File: config.mk
export PLATFORM = sky130hd
export DESIGN_NAME = rf_port_arbiter_flat
export DESIGN_NICKNAME = d
export VERILOG_FILES = /design/src/rtl/rf_port_arbiter_if.sv /design/src/rtl/rf_port_arbiter.sv /design/src/flat_wrapper.sv
export SDC_FILE = /design/constraint.sdc
export NUM_CORES = 1
export LEC_CHECK = 0
export CAP_MARGIN = 20
export CORE_MARGIN = 1
export CORE_UTILIZATION = 32
export CTS_CLUSTER_SIZE = 30
export DETAILED_ROUTE_END_ITERATION = 12
export GPL_ROUTABILITY_DRIVEN = 0
export PLACE_DENSITY_LB_ADDON = 0.3
export SLEW_MARGIN = 40
export SYNTH_ARGS = -nofsm -noshare
export SYNTH_HDL_FRONTEND = slang
export SYNTH_SLANG_ARGS = --single-unit
File: constraint.sdc
create_clock -name clk -period 2.9 [get_ports clk]
set_input_delay 0.87 -clock clk [delete_from_list [all_inputs] [get_ports clk]]
set_output_delay 0.87 -clock clk [all_outputs]
set_load 0.05 [all_outputs]
File: src/rtl/rf_port_arbiter_if.sv
// rf_port_arbiter_if: ex writeback, debug request and regfile port signals of the arbiter
interface rf_port_arbiter_if;
  logic        ex_we_i;
  logic [4:0]  ex_waddr_i;
  logic [31:0] ex_wdata_i;
  logic        dbg_req_i;
  logic        dbg_we_i;
  logic [4:0]  dbg_addr_i;
  logic [31:0] dbg_wdata_i;
  logic        dbg_ack_o;
  logic [31:0] dbg_rdata_o;
  logic        dbg_busy_o;
  logic        hold_o;
  logic        rf_we_o;
  logic [4:0]  rf_waddr_o;
  logic [31:0] rf_wdata_o;
  logic [4:0]  rf_raddr_o;
  logic [31:0] rf_rdata_i;
  modport slave (
    input  ex_we_i, ex_waddr_i, ex_wdata_i, dbg_req_i, dbg_we_i, dbg_addr_i, dbg_wdata_i, rf_rdata_i,
    output dbg_ack_o, dbg_rdata_o, dbg_busy_o, hold_o, rf_we_o, rf_waddr_o, rf_wdata_o, rf_raddr_o
  );
  modport master (
    output ex_we_i, ex_waddr_i, ex_wdata_i, dbg_req_i, dbg_we_i, dbg_addr_i, dbg_wdata_i, rf_rdata_i,
    input  dbg_ack_o, dbg_rdata_o, dbg_busy_o, hold_o, rf_we_o, rf_waddr_o, rf_wdata_o, rf_raddr_o
  );
endinterface

File: src/rtl/rf_port_arbiter.sv
// rf_port_arbiter: shares the regfile write port between ex writeback and debug, with starvation hold
module rf_port_arbiter #(
  parameter int STARVE_MAX = 8,
  parameter int CNT_W      = 8
) (
  input logic              clk,
  input logic              rst,
  rf_port_arbiter_if.slave bus
);
  localparam logic [1:0] IDLE = 2'd0;
  localparam logic [1:0] WAIT = 2'd1;
  localparam logic [1:0] HOLD = 2'd2;
  localparam logic [1:0] RESP = 2'd3;
  localparam logic [CNT_W-1:0] MAX = CNT_W'(STARVE_MAX);
  logic [1:0]       state_q, state_d;
  logic [CNT_W-1:0] cnt_q, cnt_d, cnt_inc;
  logic             hold_q, hold_d;
  logic [31:0]      rdata_q, rdata_d;
  logic             grant;
  assign grant = bus.dbg_req_i & bus.dbg_we_i & (state_q != RESP) & ~bus.ex_we_i;
  assign bus.rf_we_o     = bus.ex_we_i | grant;
  assign bus.rf_waddr_o  = bus.ex_we_i ? bus.ex_waddr_i : bus.dbg_addr_i;
  assign bus.rf_wdata_o  = bus.ex_we_i ? bus.ex_wdata_i : bus.dbg_wdata_i;
  assign bus.rf_raddr_o  = bus.dbg_addr_i;
  assign bus.dbg_ack_o   = state_q == RESP;
  assign bus.dbg_busy_o  = state_q != IDLE;
  assign bus.hold_o      = hold_q;
  assign bus.dbg_rdata_o = rdata_q;
  assign cnt_inc = (cnt_q >= MAX) ? cnt_q : cnt_q + CNT_W'(1);
  always_comb begin
    state_d = state_q;
    cnt_d   = cnt_q;
    hold_d  = hold_q;
    rdata_d = rdata_q;
    case (state_q)
      IDLE: if (bus.dbg_req_i) begin
        if (!bus.dbg_we_i) begin
          rdata_d = bus.rf_rdata_i;
          state_d = RESP;
        end else if (!bus.ex_we_i) begin
          state_d = RESP;
        end else begin
          cnt_d   = CNT_W'(1);
          state_d = (MAX <= CNT_W'(1)) ? HOLD : WAIT;
          hold_d  = MAX <= CNT_W'(1);
        end
      end
      WAIT: if (!bus.ex_we_i) begin
        state_d = RESP;
        cnt_d   = '0;
      end else begin
        cnt_d   = cnt_inc;
        state_d = (cnt_inc >= MAX) ? HOLD : WAIT;
        hold_d  = cnt_inc >= MAX;
      end
      // an ex write already in flight still wins while the pipeline drains
      HOLD: if (!bus.ex_we_i) begin
        state_d = RESP;
        hold_d  = 1'b0;
        cnt_d   = '0;
      end
      default: begin
        state_d = IDLE;
        hold_d  = 1'b0;
      end
    endcase
  end
  always_ff @(posedge clk) begin
    if (rst) begin
      state_q <= IDLE;
      cnt_q   <= '0;
      hold_q  <= 1'b0;
      rdata_q <= '0;
    end else begin
      state_q <= state_d;
      cnt_q   <= cnt_d;
      hold_q  <= hold_d;
      rdata_q <= rdata_d;
    end
  end
endmodule
File: src/flat_wrapper.sv
// flat-port wrapper written by rule: the top's interface ports become plain ports
module rf_port_arbiter_flat 
#(
  parameter int STARVE_MAX = 8,
  parameter int CNT_W      = 8
)
  (clk, rst, bus_ex_we_i, bus_ex_waddr_i, bus_ex_wdata_i, bus_dbg_req_i, bus_dbg_we_i, bus_dbg_addr_i, bus_dbg_wdata_i, bus_rf_rdata_i, bus_dbg_ack_o, bus_dbg_rdata_o, bus_dbg_busy_o, bus_hold_o, bus_rf_we_o, bus_rf_waddr_o, bus_rf_wdata_o, bus_rf_raddr_o);
  rf_port_arbiter_if bus_i ();
  input logic clk;
  input logic rst;
  input wire logic [$bits(bus_i.ex_we_i)-1:0] bus_ex_we_i;
  input wire logic [$bits(bus_i.ex_waddr_i)-1:0] bus_ex_waddr_i;
  input wire logic [$bits(bus_i.ex_wdata_i)-1:0] bus_ex_wdata_i;
  input wire logic [$bits(bus_i.dbg_req_i)-1:0] bus_dbg_req_i;
  input wire logic [$bits(bus_i.dbg_we_i)-1:0] bus_dbg_we_i;
  input wire logic [$bits(bus_i.dbg_addr_i)-1:0] bus_dbg_addr_i;
  input wire logic [$bits(bus_i.dbg_wdata_i)-1:0] bus_dbg_wdata_i;
  input wire logic [$bits(bus_i.rf_rdata_i)-1:0] bus_rf_rdata_i;
  output wire logic [$bits(bus_i.dbg_ack_o)-1:0] bus_dbg_ack_o;
  output wire logic [$bits(bus_i.dbg_rdata_o)-1:0] bus_dbg_rdata_o;
  output wire logic [$bits(bus_i.dbg_busy_o)-1:0] bus_dbg_busy_o;
  output wire logic [$bits(bus_i.hold_o)-1:0] bus_hold_o;
  output wire logic [$bits(bus_i.rf_we_o)-1:0] bus_rf_we_o;
  output wire logic [$bits(bus_i.rf_waddr_o)-1:0] bus_rf_waddr_o;
  output wire logic [$bits(bus_i.rf_wdata_o)-1:0] bus_rf_wdata_o;
  output wire logic [$bits(bus_i.rf_raddr_o)-1:0] bus_rf_raddr_o;
  assign bus_i.ex_we_i = bus_ex_we_i;
  assign bus_i.ex_waddr_i = bus_ex_waddr_i;
  assign bus_i.ex_wdata_i = bus_ex_wdata_i;
  assign bus_i.dbg_req_i = bus_dbg_req_i;
  assign bus_i.dbg_we_i = bus_dbg_we_i;
  assign bus_i.dbg_addr_i = bus_dbg_addr_i;
  assign bus_i.dbg_wdata_i = bus_dbg_wdata_i;
  assign bus_i.rf_rdata_i = bus_rf_rdata_i;
  assign bus_dbg_ack_o = bus_i.dbg_ack_o;
  assign bus_dbg_rdata_o = bus_i.dbg_rdata_o;
  assign bus_dbg_busy_o = bus_i.dbg_busy_o;
  assign bus_hold_o = bus_i.hold_o;
  assign bus_rf_we_o = bus_i.rf_we_o;
  assign bus_rf_waddr_o = bus_i.rf_waddr_o;
  assign bus_rf_wdata_o = bus_i.rf_wdata_o;
  assign bus_rf_raddr_o = bus_i.rf_raddr_o;
  rf_port_arbiter #(.STARVE_MAX(STARVE_MAX), .CNT_W(CNT_W)) u_core (.clk(clk), .rst(rst), .bus(bus_i));
endmodule
==> results.py <==
metrics = {
    "detailed_routing": {
        "vias_per_cell": 4.78,
        "vias": 2528,
        "drt-initial-drc-count": 121,
        "ant_nets": 0,
        "drcViolationCount": 0,
        "wirelength_um": 7390,
        "wl_per_cell_um": 14.0,
        "dr.pass1.iters": 4,
    },
    "worst_setup_path": {
        "crit_required_ns": 2.03,
        "worstSetupStartpointType": "input pin",
        "cp-startpoint": "bus_dbg_req_i",
        "worstReg2RegStart": "u_core.state_q[1]",
        "regToRegSetupSlack_ns": 1.02,
        "endpoint": "bus_rf_we_o",
        "r2r-end": "u_core.bus.dbg_rdata_o[30]",
        "crit_arrival_ns": 1.92,
        "critPathKind": "input pin to primary output",
        "r2r_cells": 7,
        "crit_path_end_kind": "primary output",
        "cp_max_fo": 4,
    },
    "synth": {
        "syn_avg_cell_area_um2": 8.41,
        "syn-instance-count": 266,
        "ys_ff_latch": 43,
        "syn_area_mm2": 0.00224,
        "ys_types": 34,
        "yosysSeqAreaShare": 0.385,
        "yosysWarnings": 0,
        "synthesis.nets": 384,
    },
    "global_routing": {
        "grtUsageMet1": 0.220,
        "grt-ovfl-total": 0,
        "track_usage": 0.200,
        "use_met3": 0.0568,
        "met2_usage": 0.358,
        "antenna_found_initial": 0,
        "grt_pass1_vias": 2412,
        "grt_max_degree": 29,
        "grt_first_pass_wirelength_um": 11600,
        "grt_busiest_layer": "met2",
    },
    "placed_design": {
        "place_hpwl_um": 5910,
        "numPortBuffers": 188,
    },
    "floorplan": {
        "initial_core_util": 0.331,
        "die_x_um": 85.6,
        "dieArea_mm2": 0.00733,
        "ios": 189,
        "fp.dieH_um": 85.6,
        "std_cell_rows": 30,
        "core-area_mm2": 0.00676,
    },
    "run_status": {
        "status": "finished clean",
    },
    "timing": {
        "finalHoldViolCount": 0,
        "max_freq_mhz": 358,
        "setup_tns_ns": 0,
        "timing.final.crit_share": 0.964,
        "worstMarginPinSlew_ns": 0.533,
        "maxSlewViolCount": 0,
        "hold_slack_ns": 0.455,
        "skew_ns": 0.00459,
        "setup_viol": 0,
        "rsz0062_at_grt": "false",
        "fin_crit_ns": 2.79,
        "maxSlewHeadroom": 0.644,
    },
    "layout": {
        "utilization": 0.630,
        "area_growth_pct": 90.3,
        "fin_nets": 566,
        "fillers": 577,
        "drive_gt1_frac": 0.232,
        "diodes": 0,
    },
    "clocking": {
        "clk_pin_slew_ns": 0.08,
        "clk_latency_ns": 0.29,
        "cts_tree": "built",
        "post_cts_resized": 0,
        "htreeDepth": 2,
        "cts.root.buffer_cell": "clkbuf_8",
        "cts-buffers-inserted": 5,
        "clkSinkCount": 43,
        "cts_setup_buffers": 0,
        "cts_buffer_depth": 2,
        "hold_buffers": 0,
    },
    "pwr": {
        "p_comb_frac": 0.529,
        "seq_power_share": 0.309,
        "internal_power_w": 0.00131,
        "p_leak_nw": 1.66,
        "ir_worst_vdd_v": 0.000218,
        "total_power_w": 0.00228,
        "clkPwrFrac": 0.162,
        "power.density_mw_per_mm2": 536,
        "p_switching_w": 0.000967,
        "swShare": 0.424,
    },
    "job": {
        "cap_viol_max_count": 0,
    },
    "worst_hold_path": {
        "hp-class": "flip-flop to flip-flop",
    },
}
==> flip-flops by register name (all words and copies together) (netlist names) <==
signal	flops
u_core.cnt_q	8
u_core.bus.dbg_rdata_o	32
u_core.state_q	2
u_core.bus.hold_o	1
==> logic make-up (layout without fill, tap and decap cells) <==
logic type / count (synthesis) / in the layout / share of synthesized area
simple gates: 92 / 92 / 0.178
compound gates: 56 / 56 / 0.144
flops: 43 / 43 / 0.385
mux: 38 / 38 / 0.191
buf+inv: 30 / 213 / 0.0621
fa+ha+maj: 7 / 7 / 0.0392
==> power by group through the flow <==
stage          combinational [W]  clock, W  sequential (W)
5_1_grt                  0.00128  0.000406        0.000714
3_3_place_gp             0.00119         0        0.000714
4_1_cts                  0.00121  0.000379        0.000706
6_report                 0.00121  0.000369        0.000706
2_1_floorplan           0.000584         0        0.000875
3_5_place_dp             0.00120         0        0.000721
==> layer usage <==
layer,wire length [um],part of all wire,vias up
li1,-,-,1270
met1,2840,0.38,1121
met2,3770,0.51,123
met3,601,0.081,14
met4,174,0.024,0
met5,0,0,-
==> cells in the mapped netlist, drive strengths merged <==
library cell,instances,area [um2]
nand3,3,15.0
a31oi,2,12.5
nor4,3,18.8
a221oi,1,8.76
o21ai,6,30.0
or3,1,6.26
nor2b,2,12.5
inv,7,26.3
buf,14,78.8
a21oi,39,195
dfxtp,43,861
clkbuf,9,33.8
nand2,67,251
o41ai,1,16.3
a221o,1,10.0
or4,1,7.51
and3,1,6.26
a211oi,1,7.51
nand3b,1,7.51
nor3,3,20.0
and2,4,25.0
nand4,1,6.26
o21bai,1,7.51
nand2b,1,6.26
o311a,1,10.0
o31ai,2,15.0
ha,7,87.6
mux2,38,428
a2111oi,1,10.0
nor2,4,15.0
==> worst min path at each step <==
stage                     slack (ns)                          to                  startpoint  depth (start not counted)
after global placement          0.44  u_core.bus.dbg_rdata_o[28]  u_core.bus.dbg_rdata_o[28]                          2
after detailed placement        0.45  u_core.bus.dbg_rdata_o[24]  u_core.bus.dbg_rdata_o[24]                          2
after CTS                       0.46  u_core.bus.dbg_rdata_o[24]  u_core.bus.dbg_rdata_o[24]                          2
after floorplan                 0.44             u_core.cnt_q[7]             u_core.cnt_q[7]                          1
after global routing            0.47  u_core.bus.dbg_rdata_o[13]  u_core.bus.dbg_rdata_o[13]                          2
final                           0.45   u_core.bus.dbg_rdata_o[8]   u_core.bus.dbg_rdata_o[8]                          2
==> worst max-delay path, cell delays in order <==
cell	delay (ns)
clkdlybuf4s50_1	0.52
nand2_1	0.09
o21bai_1	0.25
buf_12	0.18
==> layout by cell type, fill, tap and decap left out, types with 4 or more instances in the layout <==
cell type        synthesis  routed
buf_4                    5      46
a21oi_1                 39      39
nand2_1                 67      67
inv_1                    6       6
nor2_1                   4       4
mux2_2                  38      38
and2_1                   4       4
dfxtp_1                 43      43
clkdlybuf4s50_1          0     143
buf_12                   0       8
clkbuf_8                 0       5
o21ai_0                  6       6
ha_1                     7       7
==> stage by stage <==
stage,worst slack [ns],instances,instance area (um2)
final,0.106,529,4260
after global routing,0.0554,529,4260
after CTS,0.106,529,4260
after detailed placement,0.101,521,4170
after global placement,0.147,521,4170
after floorplan,0.156,266,2240
==> layout make-up <==
class                           count  area (um2)  area share
Timing Repair Buffer              198        1940       0.456
Clock buffer                        6        72.6      0.0171
Clock inverter                      2        12.5     0.00294
Inverter                            7        26.3     0.00617
Multi-Input combinational cell    193        1240       0.292
Tap cell                           80         100      0.0235
Sequential cell                    43         861       0.202
(Power assumes the default switching activity.)
